**src/rtl/err_gen_pkg.sv**
```systemverilog
// Shared types and helpers for the square-wave error demodulator.
// Holds the FSM state encoding, the default averaging limit and the error saturation helper.
package err_gen_pkg;

  typedef enum logic [2:0] {
    StIdle     = 3'd0,
    StSettle   = 3'd1,
    StAcq      = 3'd2,
    StEmit     = 3'd3,
    StWaitTrig = 3'd4
  } state_e;

  localparam int unsigned AvgLog2MaxDef = 6;

  // Widest error word the clamp helper supports; callers sign-extend into it.
  localparam int unsigned MaxErrW = 64;
  localparam int unsigned ClampW  = MaxErrW + 1;

  typedef struct packed {
    logic                      sat;
    logic signed [MaxErrW-1:0] val;
  } clamp_t;

  // Saturate an (w+1)-bit signed value, carried sign-extended in ClampW bits, to w bits.
  function automatic clamp_t clamp_err(input logic signed [ClampW-1:0] x, input int unsigned w);
    logic signed [ClampW-1:0] hi;
    logic signed [ClampW-1:0] lo;
    clamp_t                   r;
    hi    = (65'sd1 <<< (w - 1)) - 65'sd1;
    lo    = -(65'sd1 <<< (w - 1));
    r.sat = 1'b0;
    r.val = MaxErrW'(x);
    if (x > hi) begin
      r.sat = 1'b1;
      r.val = MaxErrW'(hi);
    end else if (x < lo) begin
      r.sat = 1'b1;
      r.val = MaxErrW'(lo);
    end
    return r;
  endfunction

endpackage

```
**src/rtl/adc_window_acc.sv**
```systemverilog
// Accumulates ADC samples over a power-of-two window and presents the arithmetic mean.
module adc_window_acc #(
  parameter int unsigned ADC_BIT      = 14,
  parameter int unsigned AVG_LOG2_MAX = 6
) (
  input  logic                      clk,
  input  logic                      rst,
  input  logic                      clr,
  input  logic                      acc_en,
  input  logic [2:0]                n,
  input  logic signed [ADC_BIT-1:0] sample,
  output logic                      done,
  output logic signed [ADC_BIT-1:0] mean
);

  localparam int unsigned SumW = ADC_BIT + AVG_LOG2_MAX + 1;
  localparam int unsigned CntW = AVG_LOG2_MAX + 1;

  logic signed [SumW-1:0] sum_q;
  logic [CntW-1:0]        cnt_q;
  logic [CntW-1:0]        last;

  always_ff @(posedge clk) begin
    if (rst) begin
      sum_q <= '0;
      cnt_q <= '0;
    end else if (clr) begin
      sum_q <= '0;
      cnt_q <= '0;
    end else if (acc_en) begin
      sum_q <= sum_q + SumW'(sample);
      cnt_q <= cnt_q + CntW'(1);
    end
  end

  always_comb begin
    last = (CntW'(1) << n) - CntW'(1);
    done = (cnt_q == last);
  end

  // Mean of in-range samples always fits back into the sample width.
  assign mean = ADC_BIT'(sum_q >>> n);

endmodule

```
**src/rtl/err_signal_gen_v3.sv**
```systemverilog
// Closed-loop FOG error demodulator: settle, average a half-period, emit the signed
// alternating difference of consecutive means plus offset, saturated, with a valid strobe.
module err_signal_gen_v3
  import err_gen_pkg::*;
#(
  parameter int unsigned ADC_BIT      = 14,
  parameter int unsigned ERR_W        = 32,
  parameter int unsigned CNT_W        = 32,
  parameter int unsigned AVG_LOG2_MAX = AvgLog2MaxDef
) (
  input  logic                      i_clk,
  input  logic                      i_rst,
  input  logic                      i_en,
  input  logic                      i_polarity,
  input  logic                      i_trig,
  input  logic [CNT_W-1:0]          i_settle_cnt,
  input  logic [2:0]                i_avg_log2,
  input  logic signed [ERR_W-1:0]   i_err_offset,
  input  logic signed [ADC_BIT-1:0] i_adc_data,
  output logic signed [ERR_W-1:0]   o_err,
  output logic                      o_err_valid,
  output logic                      o_sat,
  output logic                      o_miss,
  output logic [2:0]                o_state
);

  localparam int unsigned EW1 = ERR_W + 1;

  state_e                    state_q, state_d;
  logic signed [ADC_BIT-1:0] r_adc_q;
  logic                      r_trig_q, r_pol_q, r_pol_prev_q, r_en_q;
  logic [CNT_W-1:0]          settle_q, settle_d;
  logic [2:0]                cfg_n_q;
  logic signed [ERR_W-1:0]   cfg_off_q;
  logic signed [ADC_BIT-1:0] old_q;
  logic                      flip_q, init_q;
  logic signed [ERR_W-1:0]   err_q;
  logic                      valid_q, sat_q, miss_q;

  logic                      rearm, accept, miss, emit, acc_clr, acc_en, acc_done;
  logic [2:0]                n_lim;
  logic signed [ADC_BIT-1:0] acc_mean;
  logic signed [ERR_W:0]     mean_ext, old_ext, off_ext, diff, err_wide;
  clamp_t                    clamp_r;
  logic signed [ERR_W-1:0]   err_clamped;

  adc_window_acc #(
    .ADC_BIT      (ADC_BIT),
    .AVG_LOG2_MAX (AVG_LOG2_MAX)
  ) u_acc (
    .clk    (i_clk),
    .rst    (i_rst),
    .clr    (acc_clr),
    .acc_en (acc_en),
    .n      (cfg_n_q),
    .sample (r_adc_q),
    .done   (acc_done),
    .mean   (acc_mean)
  );

  assign n_lim = (i_avg_log2 > 3'(AVG_LOG2_MAX)) ? 3'(AVG_LOG2_MAX) : i_avg_log2;

  always_comb begin
    state_d  = state_q;
    settle_d = settle_q;
    accept   = 1'b0;
    miss     = 1'b0;
    emit     = 1'b0;
    acc_clr  = 1'b0;
    acc_en   = 1'b0;
    rearm    = ~r_en_q | (r_pol_q != r_pol_prev_q);
    if (rearm) begin
      state_d = StIdle;
    end else begin
      unique case (state_q)
        StIdle: begin
          if (r_trig_q) begin
            accept  = 1'b1;
            state_d = StSettle;
          end
        end
        StSettle: begin
          acc_clr = 1'b1;
          if (r_trig_q) begin
            miss   = 1'b1;
            accept = 1'b1;
          end else if (settle_q == '0) begin
            state_d = StAcq;
          end else begin
            settle_d = settle_q - CNT_W'(1);
          end
        end
        StAcq: begin
          if (r_trig_q) begin
            miss    = 1'b1;
            accept  = 1'b1;
            state_d = StSettle;
          end else begin
            acc_en = 1'b1;
            if (acc_done) state_d = StEmit;
          end
        end
        StEmit: begin
          emit = 1'b1;
          if (r_trig_q) begin
            accept  = 1'b1;
            state_d = StSettle;
          end else begin
            state_d = StWaitTrig;
          end
        end
        StWaitTrig: begin
          if (r_trig_q) begin
            accept  = 1'b1;
            state_d = StSettle;
          end
        end
        default: state_d = StIdle;
      endcase
    end
    if (accept) settle_d = i_settle_cnt;
  end

  // Difference is taken one bit wider than the output so the offset add cannot wrap.
  always_comb begin
    mean_ext    = EW1'(acc_mean);
    old_ext     = EW1'(old_q);
    off_ext     = EW1'(cfg_off_q);
    diff        = flip_q ? (old_ext - mean_ext) : (mean_ext - old_ext);
    err_wide    = diff + off_ext;
    clamp_r     = clamp_err(ClampW'(err_wide), ERR_W);
    err_clamped = ERR_W'(clamp_r.val);
  end

  always_ff @(posedge i_clk) begin
    if (i_rst) begin
      state_q      <= StIdle;
      r_adc_q      <= '0;
      r_trig_q     <= 1'b0;
      r_pol_q      <= 1'b0;
      r_pol_prev_q <= 1'b0;
      r_en_q       <= 1'b0;
      settle_q     <= '0;
      cfg_n_q      <= '0;
      cfg_off_q    <= '0;
      old_q        <= '0;
      flip_q       <= 1'b0;
      init_q       <= 1'b1;
      err_q        <= '0;
      valid_q      <= 1'b0;
      sat_q        <= 1'b0;
      miss_q       <= 1'b0;
    end else begin
      r_adc_q      <= i_adc_data;
      r_trig_q     <= i_trig;
      r_pol_q      <= i_polarity;
      r_pol_prev_q <= r_pol_q;
      r_en_q       <= i_en;
      state_q      <= state_d;
      settle_q     <= settle_d;
      miss_q       <= miss;
      valid_q      <= 1'b0;
      if (accept) begin
        cfg_n_q   <= n_lim;
        cfg_off_q <= i_err_offset;
      end
      if (state_q == StIdle) begin
        init_q <= 1'b1;
        flip_q <= ~r_pol_q;
      end else if (emit) begin
        old_q <= acc_mean;
        if (init_q) begin
          init_q <= 1'b0;
        end else begin
          err_q   <= err_clamped;
          sat_q   <= clamp_r.sat;
          valid_q <= 1'b1;
          flip_q  <= ~flip_q;
        end
      end
    end
  end

  assign o_err       = err_q;
  assign o_err_valid = valid_q;
  assign o_sat       = sat_q;
  assign o_miss      = miss_q;
  assign o_state     = state_q;

endmodule
```
**config.mk**
```make
export PLATFORM = sky130hd
export DESIGN_NAME = err_signal_gen_v3
export DESIGN_NICKNAME = d
export VERILOG_FILES = /design/src/rtl/err_gen_pkg.sv /design/src/rtl/adc_window_acc.sv /design/src/rtl/err_signal_gen_v3.sv
export SDC_FILE = /design/constraint.sdc
export NUM_CORES = 1
export LEC_CHECK = 0
export CAP_MARGIN = 25
export CORE_MARGIN = 3
export CORE_UTILIZATION = 30
export CTS_BUF_LIST = sky130_fd_sc_hd__clkbuf_2
export DETAILED_ROUTE_END_ITERATION = 12
export PLACE_DENSITY = 0.48
export SETUP_SLACK_MARGIN = 0.5
export SLEW_MARGIN = 20
export SYNTH_ARGS = -nofsm -noshare
export SYNTH_HDL_FRONTEND = slang
export SYNTH_SLANG_ARGS = --single-unit
```
**constraint.sdc**
```tcl
create_clock -name i_clk -period 9 [get_ports i_clk]
set_input_delay 0.9 -clock i_clk [delete_from_list [all_inputs] [get_ports i_clk]]
set_output_delay 0.9 -clock i_clk [all_outputs]
set_load 0.1 [all_outputs]
```
==> flow_summary.json <==
{
  "clk_pin_slew_ps": 310,
  "num-nets-final": 1644,
  "ant_nets": 0,
  "synth_edf_count": 0,
  "hp-class": "in -> reg",
  "ir_drop_mv": 0.0577,
  "syn_area_um2": 10900,
  "postSynth.asyncResetShare_pct": 0,
  "gp_congestion": 0.868,
  "clock_latency_ps": 800,
  "grt_setup_unrepaired": "no",
  "drcViolationCount": 0,
  "drt_iter0_drc": 518,
  "period_minus_slack_ps": 7750,
  "critical_path_required_ps": 9700,
  "grt_max_degree": 84,
  "grt_pass1_wl_mm": 49.2,
  "drv_cap": 0,
  "r2r-start": "cfg_n_q[1]",
  "leakage_nw": 4.99,
  "path_delay_family": "compound AO/OA/AOI/OAI gates",
  "hold_viol_final": 0,
  "first_pass_iters": 5,
  "hpwl_mm": 22.3,
  "tns_ps": 0,
  "grt_pass1_vias": 9353,
  "ioPinCount": 124,
  "synth_area_leader_cell": "dfxtp_1",
  "cts_max_path_buffers": 2,
  "vias": 9801,
  "synth_common_cells": "177 x a21oi_1, 167 x dfxtp_1, 164 x nand2_1",
  "die_w_um": 197,
  "critPathLaunch": "cfg_n_q[1]",
  "netlist_instances": 1381,
  "cts_tree": "yes",
  "track_usage_pct": 15.6,
  "holdWs_ps": 441,
  "min_from": "i_rst",
  "antenna_found_initial": 1,
  "postCtsSetupRepairBufs": 0,
  "setup_viol": 0,
  "crit_path_start_kind": "flip-flop",
  "critPathBufInv": 1,
  "root_buffer": "clkbuf_2",
  "cts_sinks": 167,
  "yosysMostFrequentCell": "a21oi_1",
  "worst_pin_slew_ps": 1020,
  "synth-seq-cells": 167,
  "slew-limit-headroom_pct": 32.0,
  "syn_avg_cell_area_um2": 7.90,
  "end_kind": "flip-flop",
  "cts_buffers": 17,
  "yosysWarningCount": 0,
  "synth_cell_types": 73,
  "die_h_um": 197,
  "fin_skew_ps": 48.1,
  "drt-wirelength-per-cell_um": 15.6,
  "power.density_nw_per_um2": 108,
  "arrival_ps": 8450,
  "utilization_pct": 35.9,
  "fmax_mhz": 129,
  "placementRows": 69,
  "cp_max_fo": 20,
  "fillers": 3818,
  "via_per_inst": 5.05,
  "critPathKind": "reg -> reg",
  "ys_seq_area_share_pct": 30.6,
  "core_um2": 35700,
  "synthToLayoutAreaGrowth_pct": 17.5,
  "postCtsHoldBufs": 0,
  "synth.area.top_cells": "dfxtp_1 31%, ha_1 10%, a21oi_1 8.1%, nand2_1 5.6%, xnor2_1 4.4%",
  "syn-num-nets": 1560,
  "worst_path_max_delay_cell": "dfxtp_1",
  "drive_above_1_share_pct": 5.07,
  "outcome": "completed",
  "die_area_um2": 38700,
  "final-max-slew-violation-count": 0,
  "wirelength_mm": 30.2,
  "cp_slowest_stage_delay_ps": 690,
  "io_buffers": 123,
  "synth_ff_type": "dfxtp_1",
  "overflow": 0,
  "initial_core_util_pct": 30.5,
  "design_area_um2": 12800,
  "period_share_pct": 86.1,
  "h-tree-depth": 4,
  "placed_area_um2": 12500,
  "synth_top_area_share_pct": 30.6
}
routing by layer:
metal | share of wire (%) | global-route usage [%] | vias up
li1 | - | - | 5067
met1 | 50 | 21.8 | 4535
met2 | 46 | 25.5 | 183
met3 | 3.5 | 2.63 | 16
met4 | 0.83 | 3.04 | 0
met5 | 0 | 0 | -
through the flow:
step / worst slack, ps / power, mW / std cells
after CTS: 984 / 1.42 / 1938
after floorplan: 2330 / 0.900 / 1381
final: 1250 / 1.39 / 1940
after global placement: 1170 / 0.972 / 1906
after detailed placement: 998 / 0.973 / 1906
after global routing: 563 / 1.47 / 1940
area by class of cell:
class                           count  area [um^2]  area share (%)
Sequential cell                   167         3340            26.1
Clock buffer                       17         85.1           0.664
Antenna cell                        1         2.50          0.0195
Multi-Input combinational cell   1082         7090            55.3
Timing Repair Buffer              135         1330            10.3
Inverter                           62          233            1.82
Tap cell                          461          577            4.50
Clock inverter                     15          163            1.27
registers in the layout (all words and copies together) (netlist names), 3 cells and up:
signal and count:
old_q 14, u_acc.sum_q 21, settle_q 32, o_err 32, cfg_off_q 32, r_adc_q 14, o_state 3, cfg_n_q 3
u_acc.cnt_q 7
where the power goes:
group	switching, mW	total, mW	leakage [nW]	internal [mW]
Combinational	0.102	0.192	3.50	0.0897
Sequential	0.0132	0.768	1.35	0.755
Clock	0.317	0.430	0.142	0.113
Total	0.432	1.39	4.99	0.958
worst reg2reg max path: cells and delay by family (launching register included):
family | cells | cell delay [ps]
AOI/OAI and AO/OA | 18 | 4630
and+or+nand+nor | 4 | 930
DFF | 1 | 690
adders and majority gates | 2 | 680
muxes | 1 | 380
buffers and inverters | 1 | 360
path summary, 6_finish.rpt:
| path | end | slack, ps | depth (start not counted) |
|---|---|---|---|
| hold / removal | settle_q[16] | 440 | 2 |
| hold reg to reg | cfg_off_q[25] | 480 | 2 |
| setup reg to reg | o_err[29] | 1250 | 26 |
| setup / recovery | o_err[29] | 1250 | 26 |
kinds of logic (layout without fill, tap and decap cells):
family | count (synthesis) | in the layout | synth area share (%)
DFF | 167 | 167 | 30.6
and+or+nand+nor | 431 | 431 | 18.9
buffers and inverters | 132 | 229 | 4.54
adders and majority gates | 98 | 98 | 11.4
AOI/OAI and AO/OA | 423 | 423 | 23.6
muxes | 38 | 38 | 3.53
other | 0 | 1 | 0
xor gates and xnor gates | 92 | 92 | 7.39
placed cells by master (no fill, tap or decap), types with 20 or more instances in the layout:
master / instances
nor3_1: 20
mux2i_1: 34
clkdlybuf4s50_1: 122
nor2b_1: 26
xor2_1: 36
a21oi_1: 177
a211oi_1: 61
xnor2_1: 55
inv_1: 61
dfxtp_1: 167
ha_1: 89
o21ai_0: 87
nand2_1: 164
nand3_1: 23
nor2_1: 117
what timing repair did:
action	CTS	global route
setup endpoints to repair	0	12
hold endpoints to repair	0	0
gates resized for setup	0	1
(Power assumes the default switching activity.)
